File: src/rtl/mem_burst_pkg.sv
// ============================================================================
//  Module   : mem_burst_pkg
//  Purpose  : Shared state encoding, default parameters and width helper
//             for the burst memory controller.
//  Revision : 1.0
// ============================================================================
`default_nettype none

package mem_burst_pkg;

    typedef enum logic [1:0] {
        ST_IDLE   = 2'd0,
        ST_WRITE  = 2'd1,
        ST_READ   = 2'd2,
        ST_FINISH = 2'd3
    } state_t;

    localparam int DEF_DATA_W     = 32;
    localparam int DEF_ADDR_W     = 24;
    localparam int DEF_LEN_W      = 8;
    localparam int DEF_FIFO_DEPTH = 16;
    localparam int DEF_TIMEOUT    = 1024;

    // Number of bits needed to index 'value' distinct items.
    function automatic int clog2(input int value);
        int r;
        r = 0;
        while ((1 << r) < value) begin
            r = r + 1;
        end
        return r;
    endfunction

endpackage

`default_nettype wire

File: src/rtl/sync_fifo.sv
// ============================================================================
//  Module   : sync_fifo
//  Purpose  : Single-clock write-data FIFO with flush and occupancy count.
//  Revision : 1.0
// ============================================================================
`default_nettype none

module sync_fifo
    import mem_burst_pkg::*;
#(
    parameter int DATA_W     = DEF_DATA_W,
    parameter int FIFO_DEPTH = DEF_FIFO_DEPTH,
    localparam int PTR_W     = clog2(FIFO_DEPTH),
    localparam int CNT_W     = clog2(FIFO_DEPTH + 1)
) (
    input  logic              clk,
    input  logic              reset_n,
    input  logic              i_push,
    input  logic              i_pop,
    input  logic              i_flush,
    input  logic [DATA_W-1:0] i_data,
    output logic              o_full,
    output logic              o_empty,
    output logic [DATA_W-1:0] o_head,
    output logic [CNT_W-1:0]  o_count
);

    logic [DATA_W-1:0] r_mem [FIFO_DEPTH];
    logic [PTR_W-1:0]  r_wr_ptr;
    logic [PTR_W-1:0]  r_rd_ptr;
    logic [CNT_W-1:0]  r_count;
    logic              w_do_push;
    logic              w_do_pop;

    assign o_full    = (r_count == CNT_W'(FIFO_DEPTH));
    assign o_empty   = (r_count == '0);
    assign o_head    = r_mem[r_rd_ptr];
    assign o_count   = r_count;
    assign w_do_push = i_push && !o_full;
    assign w_do_pop  = i_pop && !o_empty;

    // A flush discards stored words but keeps a word pushed in the same cycle.
    always_ff @(posedge clk or negedge reset_n) begin
        if (!reset_n) begin
            r_wr_ptr <= '0;
            r_rd_ptr <= '0;
            r_count  <= '0;
        end else if (i_flush) begin
            r_rd_ptr <= r_wr_ptr;
            r_wr_ptr <= r_wr_ptr + PTR_W'(w_do_push);
            r_count  <= CNT_W'(w_do_push);
        end else begin
            r_wr_ptr <= r_wr_ptr + PTR_W'(w_do_push);
            r_rd_ptr <= r_rd_ptr + PTR_W'(w_do_pop);
            r_count  <= r_count + CNT_W'(w_do_push) - CNT_W'(w_do_pop);
        end
    end

    always_ff @(posedge clk) begin
        if (w_do_push) begin
            r_mem[r_wr_ptr] <= i_data;
        end
    end

endmodule

`default_nettype wire

File: src/rtl/mem_burst_ctrl.sv
// ============================================================================
//  Module   : mem_burst_ctrl
//  Purpose  : Burst read/write controller issuing single-word req/ack beats
//             to the storage backend, with write FIFO and ack timeout.
//  Revision : 1.0
// ============================================================================
`default_nettype none

module mem_burst_ctrl
    import mem_burst_pkg::*;
#(
    parameter int DATA_W     = DEF_DATA_W,
    parameter int ADDR_W     = DEF_ADDR_W,
    parameter int LEN_W      = DEF_LEN_W,
    parameter int FIFO_DEPTH = DEF_FIFO_DEPTH,
    parameter int TIMEOUT    = DEF_TIMEOUT
) (
    input  logic              clk,
    input  logic              reset_n,
    input  logic              i_cmd_valid,
    output logic              o_cmd_ready,
    input  logic              i_cmd_write,
    input  logic [ADDR_W-1:0] i_cmd_addr,
    input  logic [LEN_W-1:0]  i_cmd_len,
    input  logic              i_wdata_valid,
    output logic              o_wdata_ready,
    input  logic [DATA_W-1:0] i_wdata,
    output logic              o_rdata_valid,
    output logic [DATA_W-1:0] o_rdata,
    output logic              o_done,
    output logic              o_err,
    output logic              o_busy,
    output logic              o_mem_req,
    output logic              o_mem_we,
    output logic [ADDR_W-1:0] o_mem_addr,
    output logic [DATA_W-1:0] o_mem_wdata,
    input  logic              i_mem_ack,
    input  logic [DATA_W-1:0] i_mem_rdata
);

    localparam int CNT_W = clog2(FIFO_DEPTH + 1);
    localparam int TMO_W = clog2(TIMEOUT + 2);

    state_t            r_state;
    state_t            w_next;
    logic [ADDR_W-1:0] r_addr;
    logic [LEN_W-1:0]  r_rem;
    logic [TMO_W-1:0]  r_tmo;
    logic              r_mem_req;
    logic              r_mem_we;
    logic              r_rdata_valid;
    logic [DATA_W-1:0] r_rdata;
    logic              r_done;
    logic              r_err;
    logic              r_err_flag;

    logic              w_full;
    logic              w_empty;
    logic [DATA_W-1:0] w_head;
    logic [CNT_W-1:0]  w_count;
    logic [CNT_W-1:0]  w_cnt_after;
    logic              w_push;
    logic              w_pop;
    logic              w_ack;
    logic              w_tmo_hit;
    logic              w_abort;
    logic              w_req_next;

    sync_fifo #(
        .DATA_W     (DATA_W),
        .FIFO_DEPTH (FIFO_DEPTH)
    ) u_wfifo (
        .clk     (clk),
        .reset_n (reset_n),
        .i_push  (w_push),
        .i_pop   (w_pop),
        .i_flush (w_tmo_hit),
        .i_data  (i_wdata),
        .o_full  (w_full),
        .o_empty (w_empty),
        .o_head  (w_head),
        .o_count (w_count)
    );

    assign w_push    = i_wdata_valid && !w_full;
    assign w_ack     = r_mem_req && i_mem_ack;
    assign w_pop     = (r_state == ST_WRITE) && w_ack;
    // Occupancy the FIFO will have next cycle; decides whether a write beat follows.
    assign w_cnt_after = w_count + CNT_W'(w_push) - CNT_W'(w_pop);
    assign w_tmo_hit = (TIMEOUT != 0) && r_mem_req && !i_mem_ack &&
                       (r_tmo == TMO_W'(TIMEOUT - 1));

    assign o_cmd_ready   = (r_state == ST_IDLE);
    assign o_busy        = (r_state != ST_IDLE);
    assign o_wdata_ready = !w_full;
    assign o_mem_req     = r_mem_req;
    assign o_mem_we      = r_mem_we;
    assign o_mem_addr    = r_addr;
    assign o_mem_wdata   = r_mem_we ? w_head : '0;
    assign o_rdata_valid = r_rdata_valid;
    assign o_rdata       = r_rdata;
    assign o_done        = r_done;
    assign o_err         = r_err;
    // w_empty is implied by w_count; kept for readability of the FIFO interface.
    logic w_unused;
    assign w_unused = w_empty;

    always_comb begin
        w_next     = r_state;
        w_abort    = 1'b0;
        w_req_next = 1'b0;
        case (r_state)
            ST_IDLE: begin
                if (i_cmd_valid) begin
                    if (i_cmd_len == '0) begin
                        w_next  = ST_FINISH;
                        w_abort = 1'b1;
                    end else if (i_cmd_write) begin
                        w_next = ST_WRITE;
                    end else begin
                        w_next = ST_READ;
                    end
                end
            end
            ST_WRITE, ST_READ: begin
                if (w_tmo_hit) begin
                    w_next  = ST_FINISH;
                    w_abort = 1'b1;
                end else if (w_ack && (r_rem == LEN_W'(1))) begin
                    w_next = ST_FINISH;
                end
            end
            ST_FINISH: w_next = ST_IDLE;
            default:   w_next = ST_IDLE;
        endcase
        if (w_next == ST_READ) begin
            w_req_next = 1'b1;
        end else if (w_next == ST_WRITE) begin
            w_req_next = (w_cnt_after != '0);
        end
    end

    always_ff @(posedge clk or negedge reset_n) begin
        if (!reset_n) begin
            r_state       <= ST_IDLE;
            r_addr        <= '0;
            r_rem         <= '0;
            r_tmo         <= '0;
            r_mem_req     <= 1'b0;
            r_mem_we      <= 1'b0;
            r_rdata_valid <= 1'b0;
            r_rdata       <= '0;
            r_done        <= 1'b0;
            r_err         <= 1'b0;
            r_err_flag    <= 1'b0;
        end else begin
            r_state   <= w_next;
            r_mem_req <= w_req_next;
            r_mem_we  <= w_req_next && (w_next == ST_WRITE);

            if ((r_state == ST_IDLE) && i_cmd_valid) begin
                r_addr <= i_cmd_addr;
                r_rem  <= i_cmd_len;
            end else if (w_ack) begin
                r_addr <= r_addr + ADDR_W'(1);
                r_rem  <= r_rem - LEN_W'(1);
            end

            r_rdata_valid <= (r_state == ST_READ) && w_ack;
            if ((r_state == ST_READ) && w_ack) begin
                r_rdata <= i_mem_rdata;
            end

            r_done <= (r_state == ST_FINISH);
            r_err  <= (r_state == ST_FINISH) && r_err_flag;
            if ((w_next == ST_FINISH) && (r_state != ST_FINISH)) begin
                r_err_flag <= w_abort;
            end

            // Idle waits for write data leave r_mem_req low, so they never count.
            if (w_ack || (w_next != r_state)) begin
                r_tmo <= '0;
            end else if (r_mem_req && (TIMEOUT != 0)) begin
                r_tmo <= r_tmo + TMO_W'(1);
            end
        end
    end

endmodule

`default_nettype wire

File: config.mk
export PLATFORM = sky130hd
export DESIGN_NAME = mem_burst_ctrl
export DESIGN_NICKNAME = d
export VERILOG_FILES = /design/src/rtl/mem_burst_pkg.sv /design/src/rtl/sync_fifo.sv /design/src/rtl/mem_burst_ctrl.sv
export SDC_FILE = /design/constraint.sdc
export NUM_CORES = 1
export LEC_CHECK = 0
export BUFFER_PORTS_ARGS = -buffer_cell sky130_fd_sc_hd__buf_2
export CAP_MARGIN = 20
export CORE_AREA = 2 2 267 269
export DETAILED_ROUTE_END_ITERATION = 7
export DIE_AREA = 0 0 269 271
export SLEW_MARGIN = 0
export SYNTH_ARGS = -nofsm -noshare
export SYNTH_HDL_FRONTEND = slang
export SYNTH_SLANG_ARGS = --single-unit
File: constraint.sdc
create_clock -name clk -period 4.8 [get_ports clk]
set_input_delay 0.48 -clock clk [delete_from_list [all_inputs] [get_ports clk]]
set_output_delay 0.48 -clock clk [all_outputs]
set_load 0.02 [all_outputs]
; ---- Word level (Yosys, flattened, before mapping)
; Memory sizes are Yosys's and may differ from the RTL's.
; Index checks and enable logic that the tools add are counted.
[classes]
n_reduce_logical = 25
n_eq_ne = 11
mux = 23
n_addsub = 9
[ops]
columns = cell, n
row1 = 24-bit two-way mux, 2
row2 = 32-bit two-way mux, 1
row3 = 24-bit by 1-bit adder with 24-bit output (second input constant), 1
row4 = 11-bit two-way mux, 2
row5 = 8-bit two-way mux, 2
row6 = 1-bit logical AND, 13
row7 = 11-bit by 1-bit adder with 11-bit output (second input constant), 1
row8 = 11-bit by 10-bit equality test with 1-bit output (second input constant), 1
row9 = 5-bit by 1-bit adder with 5-bit output, 2
row10 = 2-bit two-way mux, 5
row11 = 5-bit by 1-bit subtractor with 5-bit output, 2
row12 = 4-bit by 1-bit adder with 4-bit output, 2
row13 = 2-bit equality test (second input constant), 4
row14 = 8-bit by 1-bit equality test with 1-bit output (second input constant), 1
row15 = 8-bit zero test, 1
row16 = 8-bit by 1-bit subtractor with 8-bit output (second input constant), 1
row17 = 1-bit two-way mux, 7
row18 = 2-bit one-hot mux with 3 select lines, 1
row19 = 2-bit nonzero test, 3
row20 = 5-bit equality test (second input constant), 1
row21 = 5-bit zero test, 1
row22 = 5-bit two-way mux, 1
row23 = 5-bit nonzero test, 1
row24 = 2-bit by 1-bit equality test with 1-bit output (second input constant), 2
row25 = other kinds (8), 10
[totals]
elab_cells = 83
inputBits = 102
ram_bits = 512
memories = 1
reg_bits = 96
[mem_list]
columns = memory, depth, word_bits, read_ports, rd_ports_with_merged_regs, wr, line
row1 = u_wfifo.r_mem, 16, 32, 1, 0, 1, sync_fifo.sv:28  ; logic [DATA_W-1:0] r_mem [FIFO_DEPTH];

; ---- Longest topological paths before layout
; Gate-level depths: netlist of the first run.
[logic_depth]
ltp_word = 9
ltp_mapped = 14
mapped_depth_nobuf = 14

; ---- Cells and area by module
; A second synthesis of the first run with hierarchy kept.
[hier_totals]
hier_cells = 1312
hier_area_um2 = 24457.2
[by_module_without_submodules]
columns = mod, area_per_inst_um2, instances, cells_per_inst, seq_area_each_um2
row1 = sync_fifo, 19915.4, 1, 870, 15700.1
row2 = mem_burst_ctrl, 4541.9, 1, 442, 2077.0

; ---- Worst setup path after synthesis of the first run
; No wires, ideal clock.
[synth_path]
path_kind = reg-to-reg
startpoint = register u_wfifo.r_count[2] (netlist: u_wfifo.o_count[2])
endpoint = memory u_wfifo.r_mem[0][0] in the netlist's numbering, enable pin
setup_time_ns = 0.461
path_slack_ns = 0.821
n_path_buf = 0
arrival_ns = 3.518
required_ns = 4.339
stages_incl_launch_ff = 7
path_cell_list = dfrtp_1 > inv_1 > ha_1 > nand3_1 > nand2_1 > or3_1 > nor3_1
[synth_between]
elab_chain_len = 6
[synth_lines]
columns = item, line
row1 = "start, declared", sync_fifo.sv:31  ; logic [CNT_W-1:0] r_count;
row2 = "start signal, assigned", sync_fifo.sv:51  ; r_count <= CNT_W'(w_do_push);
row3 = "start signal, assigned", sync_fifo.sv:55  ; r_count <= r_count + CNT_W'(w_do_push) - CNT_W'(w_do_pop);
row4 = 5-bit equality test (*), sync_fifo.sv:35  ; assign o_full = (r_count == CNT_W'(FIFO_DEPTH));
row5 = 1-bit zero test (*), -
row6 = via o_wdata_ready, mem_burst_ctrl.sv:26  ; output logic o_wdata_ready,
row7 = 1-bit logical AND, mem_burst_ctrl.sv:85  ; assign w_push = i_wdata_valid && !w_full;
row8 = 1-bit logical AND (*), sync_fifo.sv:39  ; assign w_do_push = i_push && !o_full;
row9 = 1-bit two-way mux (*), sync_fifo.sv:60  ; if (w_do_push) begin
row10 = 1-bit two-way mux (implied by the code) (*), sync_fifo.sv:61  ; r_mem[r_wr_ptr] <= i_data;
row11 = "end, declared", sync_fifo.sv:28
; The timed path passes the listed nets; every way through them passes the cells marked *.

; ---- Worst setup path in the final report of the first run
[layout_path]
startpoint = register u_wfifo.r_rd_ptr[0]
endpoint = output port o_mem_wdata[17]
[layout_between]
elab_chain_len = 2
[layout_lines]
columns = item, line
row1 = "start, declared", sync_fifo.sv:30  ; logic [PTR_W-1:0] r_rd_ptr;
row2 = "start signal, assigned", sync_fifo.sv:49  ; r_rd_ptr <= r_wr_ptr;
row3 = "start signal, assigned", sync_fifo.sv:54  ; r_rd_ptr <= r_rd_ptr + PTR_W'(w_do_pop);
row4 = memory read 16 x 32 bit, -
row5 = 32-bit two-way mux, mem_burst_ctrl.sv:99  ; assign o_mem_wdata = r_mem_we ? w_head : '0;
row6 = "end, declared", mem_burst_ctrl.sv:36  ; output logic [DATA_W-1:0] o_mem_wdata,
; Every way passes these cells.

==> results_dict.tcl, run 1 <==
set metrics [dict create \
    status "finished, final reports clean" \
    hold_viol 0 \
    cts.clk_slew.worst_paths_ns 0.05 \
    grt_max_degree 70 \
    tightestPinTransition_ns 0.986 \
    clock_sinks 608 \
    num_vias 12200 \
    yosysSeqAreaShare 0.734 \
    dp.cells 2334 \
    clk_path_buf_depth 3 \
    dieWidth_um 269 \
    die_y_um 271 \
    synth_cells 1214 \
    pwr-share-clk 0.293 \
    p_leak_nw 9.94 \
    dpl_cell_area_um2 26600 \
    track_usage 0.155 \
    hold_class "in2reg" \
    multiInputGateArea_um2 6250 \
    grt-ovfl-total 0 \
    yosysUniqueCellTypes 46 \
    reg2reg_slack_ns 1.81 \
    switching_share 0.312 \
    fin_area_um2 28800 \
    setup_violations 0 \
    post_cts_buffers 0 \
    avgSynthCellArea_um2 19.9 \
    wl_per_cell_um 22.7 \
    worst_ep_arrival_time_ns 3.24 \
    fillers 6149 \
    dr.pass1.iters 5 \
    endpoint "o_mem_wdata[17]" \
    slew_viol_final 0 \
    dp_hpwl_mm 32.9 \
    syn-num-nets 1339 \
    avgViaCountPerCell 4.98 \
    layoutNonFillerInstCount 2459 \
    p_seq_frac 0.410 \
    ant_nets 0 \
    comb_power_share 0.297 \
    register_area_um2 17800 \
    critPathKind "reg2out" \
    switchingPower_w 0.00538 \
    worstSkewPairLatency_ns 0.61 \
    fin_crit_sh 0.775 \
    rsz0062_at_grt "false" \
    layout-drive-gt1-share 0.369 \
    startpoint "u_wfifo.r_rd_ptr[0]" \
    netlist_area_um2 24200 \
    ctsHtreeMaxLevel 3 \
    final.setup.tns_ns 0 \
    peakVddDrop_v 0.000313 \
    start_util 0.347 \
    yosysWarningCount 0 \
    layout.nets 1591 \
    grt_pass1_vias 13000 \
    rows 97 \
    finish.utilization 0.413 \
    drc 0 \
    r2r_cells 8 \
    gp_congestion 0.782 \
    routed_wl_mm 55.7 \
    ys.flop_type "edfxtp_1" \
    ioPinCount 198 \
    grt_pass1_wl_mm 83.7 \
    clock.fmax_ghz 0.269 \
    fin_crit_ns 3.72 \
    placement.io_buffers 197 \
    core-area_um2 69800 \
    finalClockSkew_ns 0.0344 \
    synth_seq_cells 608 \
    ctsResizeCount 0 \
    syn_to_final_growth_pct 18.9 \
    start_kind "register" \
    grt_antenna_before_repair 4 \
    async_reset_ff_frac 0.158 \
    r2r-start "u_wfifo.o_count[2]" \
    p_int_w 0.0119 \
    dieArea_um2 72900 \
    cts_buffers 69 \
    cp.required_ns 4.32 \
    slew_headroom 0.341 \
    worstSetupEndpointType "primary output" \
    crit_fanout 23 \
    clock-root-buffer "clkbuf_16" \
    drt_iter0_drc 996 \
    synth_edf_count 512 \
    rr_endpoint "u_wfifo.r_mem[15][20]" \
    tritoncts "built" \
    max-cap-violations 0 \
    p_per_area_nw_per_um2 599 \
]
state kept, by name, indices dropped and copies added (netlist names), 2 cells and up:
register,flops
u_wfifo.r_rd_ptr,4
o_rdata,32
u_wfifo.o_count,5
u_wfifo.r_mem,512
r_rem,8
o_mem_addr,24
r_state,2
u_wfifo.r_wr_ptr,4
r_tmo,11
how the worst min path moves through the flow:
stage | endpoint | slack, ns | cells after the start | startpoint
after global placement | r_err_flag | 0.47 | 1 | r_err_flag
final | o_mem_addr[7] | 0.1 | 3 | i_cmd_addr[7]
after CTS | o_mem_addr[12] | 0.06 | 3 | i_cmd_addr[12]
after global routing | o_mem_addr[7] | 0.09 | 3 | i_cmd_addr[7]
after detailed placement | o_err | 0.47 | 1 | r_err_flag
after floorplan | o_done | 0.18 | 0 | reset_n
worst max-delay path, cell delays in order (launching register included):
cell and delay, ns:
dfrtp_4 0.70, buf_4 0.49, mux4_2 0.61, mux4_2 0.50, and2_1 0.17, buf_2 0.15
power by group through the flow:
stage	registers [W]	logic [W]	clock network, W
2_1_floorplan	0.00724	0.00351	0
4_1_cts	0.00708	0.00525	0.00517
3_3_place_gp	0.00716	0.00516	0
5_1_grt	0.00717	0.00552	0.00538
6_report	0.00707	0.00513	0.00505
3_5_place_dp	0.00718	0.00523	0
final cells by class:
cell class,instances,share of cell area
sequential,608,0.618
multi-input combinational,532,0.217
clock buffer,85,0.0645
timing repair buffer,237,0.0457
tap,940,0.0408
clock inverter,38,0.0122
inverter,18,0.00235
antenna,1,0.0000869
per-layer routing:
metal | up-vias | global-route usage | part of all wire
met4 | 6 | 0.0468 | 0.020
met1 | 6537 | 0.206 | 0.42
met2 | 273 | 0.261 | 0.51
met3 | 78 | 0.0248 | 0.043
li1 | 5354 | - | -
met5 | - | 0 | 0.00068
synth_stat cells, types with 3 or more instances:
cell,count,area [um^2]
nor3_1,13,65.1
edfxtp_1,512,15400
dfrtp_1,96,2400
xnor2_1,28,245
mux2_2,35,394
a21oi_1,6,30.0
nand2b_1,3,18.8
o21ai_0,33,165
nand2_1,62,233
nor4_1,3,18.8
nand4_1,6,37.5
mux4_2,160,3600
a21o_1,5,37.5
and2_1,37,231
and3_1,6,37.5
inv_1,18,67.6
nor2_1,50,188
nand3_1,13,65.1
buf_1,5,18.8
ha_1,21,263
and4_1,3,26.3
clkbuf_1,35,131
xor2_1,23,201
buf_2,15,75.1
timing repair:
action,CTS,global route
endpoints found under the hold margin,54,0
setup endpoints to repair,0,0
hold buffers,1,0
metrics by stage:
step	hold slack, ns	setup slack (ns)	total power, W
global placement	0.471	1.64	0.0123
detailed placement	0.466	1.62	0.0124
finish	0.0962	1.08	0.0173
floorplan	0.184	0.821	0.0108
global route	0.0865	0.900	0.0181
CTS	0.0599	0.994	0.0175
cell usage in the layout (no fill, tap or decap), types with 3 or more instances in the layout:
cell / synthesis / final
a21o_1: 5 / 5
nand3_1: 13 / 13
nor2_1: 50 / 38
mux2_2: 35 / 35
clkbuf_1: 35 / 10
clkbuf_16: 0 / 70
nand2_1: 62 / 62
nand2b_1: 3 / 3
buf_2: 15 / 196
and4_1: 3 / 3
nor2_4: 0 / 12
clkinv_8: 0 / 3
nor3_1: 13 / 9
buf_4: 0 / 38
o21ai_0: 33 / 33
nor4_1: 3 / 3
a21oi_1: 6 / 6
and2_1: 37 / 37
xnor2_1: 28 / 28
clkbuf_8: 0 / 5
inv_1: 18 / 18
ha_1: 21 / 21
edfxtp_1: 512 / 512
clkinv_2: 0 / 11
and3_1: 6 / 6
nand4_1: 6 / 6
bufinv_16: 0 / 3
mux4_2: 160 / 160
xor2_1: 23 / 23
clkinvlp_4: 0 / 4
dfrtp_1: 96 / 92
nor3_2: 0 / 4
clkinv_1: 0 / 13
cell families (layout without fill, tap and decap cells):
group / after synthesis / in the layout / share of synthesized area
AO/OA/AOI/OAI: 53 / 53 / 0.0133
XOR/XNOR: 51 / 51 / 0.0184
adder cells (fa/ha/maj): 23 / 23 / 0.0125
buffers and inverters: 74 / 378 / 0.0126
flip-flops: 608 / 608 / 0.734
multiplexers: 197 / 197 / 0.166
other: 0 / 1 / 0
AND/OR/NAND/NOR: 208 / 208 / 0.0431
No activity file was read; power rests on OpenSTA's default activity.
==> run 2: changes to the inputs <==
==> constraint.sdc (replaced) <==
create_clock -name clk -period 3.1 [get_ports clk]
set_input_delay 0.31 -clock clk [delete_from_list [all_inputs] [get_ports clk]]
set_output_delay 0.31 -clock clk [all_outputs]
set_load 0.02 [all_outputs]
==> results_dict.tcl, run 2 (synthesis gave the netlist of run 1 again) <==
set metrics [dict create \
    violations "setup timing" \
    switching_share 0.311 \
    grt_max_degree 63 \
    comb_power_share 0.329 \
    clock-root-buffer "clkbuf_16" \
    grt_pass1_wl_mm 86.1 \
    layout.nets 1678 \
    hold_viol 0 \
    grt_busiest_layer "met2" \
    dieWidth_um 269 \
    cts_buffers 69 \
    p_leak_nw 10.5 \
    track_usage 0.160 \
    start_kind "register" \
    syn_to_final_growth_pct 24.7 \
    placement.io_buffers 197 \
    finalClockSkew_ns 0.0141 \
    dpl_cell_area_um2 26900 \
    dieArea_um2 72900 \
    num_vias 12700 \
    switchingPower_w 0.00868 \
    status "complete, but fails checks" \
    die_y_um 271 \
    clock.fmax_ghz 0.321 \
    gp_congestion 0.803 \
    final.setup.tns_ns -0.0193 \
    layout_common_cells "edfxtp_1, buf_2, mux4_2, dfrtp_1, clkbuf_16" \
    avgViaCountPerCell 4.99 \
    dp.cells 2342 \
    p_int_w 0.0193 \
    final_common_cell "edfxtp_1" \
    rows 97 \
    grtUsageMet2 0.272 \
    routed_wl_mm 57.6 \
    worstSkewPairLatency_ns 0.60 \
    slew_headroom 0.560 \
    worst_slack_ns -0.0139 \
    top_register "u_wfifo.r_mem" \
    wl_per_cell_um 22.6 \
    core-area_um2 69800 \
    largest_reg_flops 512 \
    grt_use_met3 0.0343 \
    p_per_area_nw_per_um2 926 \
    drt_iter0_drc 968 \
    tightestPinTransition_ns 0.659 \
    clock_sinks 608 \
    reg2reg_slack_ns 0.33 \
    p_seq_frac 0.389 \
    layout-drive-gt1-share 0.366 \
    cts.clk_slew.worst_paths_ns 0.06 \
    tritoncts "built" \
    grt_antenna_before_repair 6 \
    ctsHtreeMaxLevel 3 \
    grt-ovfl-total 0 \
    crit_fanout 7 \
    setup_violations 2 \
    pwr-share-clk 0.283 \
    worst_ep_arrival_time_ns 2.80 \
    ant_nets 0 \
    fin_area_um2 30200 \
    clk_path_buf_depth 3 \
    rsz0062_at_grt "true" \
    layoutNonFillerInstCount 2549 \
    cp.required_ns 2.79 \
    peakVddDrop_v 0.000570 \
    critPathKind "reg2out" \
    dpl_worst_slack_ns 0.294 \
    fin_crit_ns 3.11 \
    fin_crit_sh 1.00 \
    dp_hpwl_mm 32.7 \
    drc 0 \
    grt_pass1_vias 13700 \
    hold_class "in2reg" \
    max-cap-violations 0 \
    slew_viol_final 0 \
    start_util 0.347 \
    met1_usage 0.206 \
    dr.pass1.iters 5 \
    worstSetupEndpointType "primary output" \
    ioPinCount 198 \
]
run 2: cell count changes in the layout (fill, tap and decap cells not counted), sizes merged:
cell | previous run | this run
buf | 236 | 257
clkinv | 30 | 24
inv | 19 | 21
diode | 1 | 3
dlygate4sd3 | 1 | 65
bufinv | 3 | 4
clkinvlp | 4 | 6
clkbuf | 85 | 89
run 2: power by group through the flow:
| stage | logic [W] | registers, W | clock network, W |
|---|---|---|---|
| finish | 0.00919 | 0.0109 | 0.00790 |
| global route | 0.00991 | 0.0110 | 0.00843 |
| CTS | 0.00913 | 0.0109 | 0.00810 |
| detailed placement | 0.00853 | 0.0111 | 0 |
| global placement | 0.00841 | 0.0111 | 0 |
| floorplan | 0.00545 | 0.0112 | 0 |
run 2: path summary, 6_finish.rpt:
kind,end,from,depth (start not counted)
min in group asynchronous,o_mem_addr[11],reset_n,2
setup reg to reg,o_mem_req,r_state[1],13
max in group asynchronous,o_rdata[13],reset_n,3
hold reg to reg,r_err_flag,r_err_flag,1
hold / removal,u_wfifo.r_mem[7][9],i_wdata[9],1
setup / recovery,o_mem_wdata[20],u_wfifo.r_rd_ptr[0],7
run 2: stage by stage:
stage                     power (W)   util  hold WS [ns]
after floorplan              0.0167      -        0.0144
after global placement       0.0195  0.386         0.375
after detailed placement     0.0196  0.386         0.385
after CTS                    0.0281  0.431        0.0373
after global routing         0.0293  0.433        0.0502
final                        0.0280  0.433        0.0715
run 2: what timing repair did:
item,CTS,global route
setup endpoints to repair,31,32
cloned,5,2
resized for setup,15,23
buffers inserted,6,2
hold buffers,65,0
hold endpoints to repair,111,0
run 2: critical path, cell delays in order (launching register included):
cell	delay, ns
dfrtp_4	0.44
buf_12	0.18
buf_4	0.15
buf_16	0.13
mux4_2	0.48
mux4_2	0.49
and2_1	0.18
buf_2	0.15
run 2: metal layers:
metal  wire length, um  up-vias  part of all wire
li1                  -     5547                 -
met1             24000     6715              0.42
met2             29400      351              0.51
met3              2940       86             0.051
met4              1190        8             0.021
met5                57        -           0.00099
run 2: cell type report:
cell class | count | area [um^2]
diodes | 3 | 7.51
clock buffers | 87 | 1860
multi-input cells | 532 | 6290
well taps | 940 | 1180
inverters | 18 | 67.6
fillers | 6060 | 39600
flip-flops and latches | 608 | 17800
repair buffers | 324 | 2660
clock inverters | 37 | 352
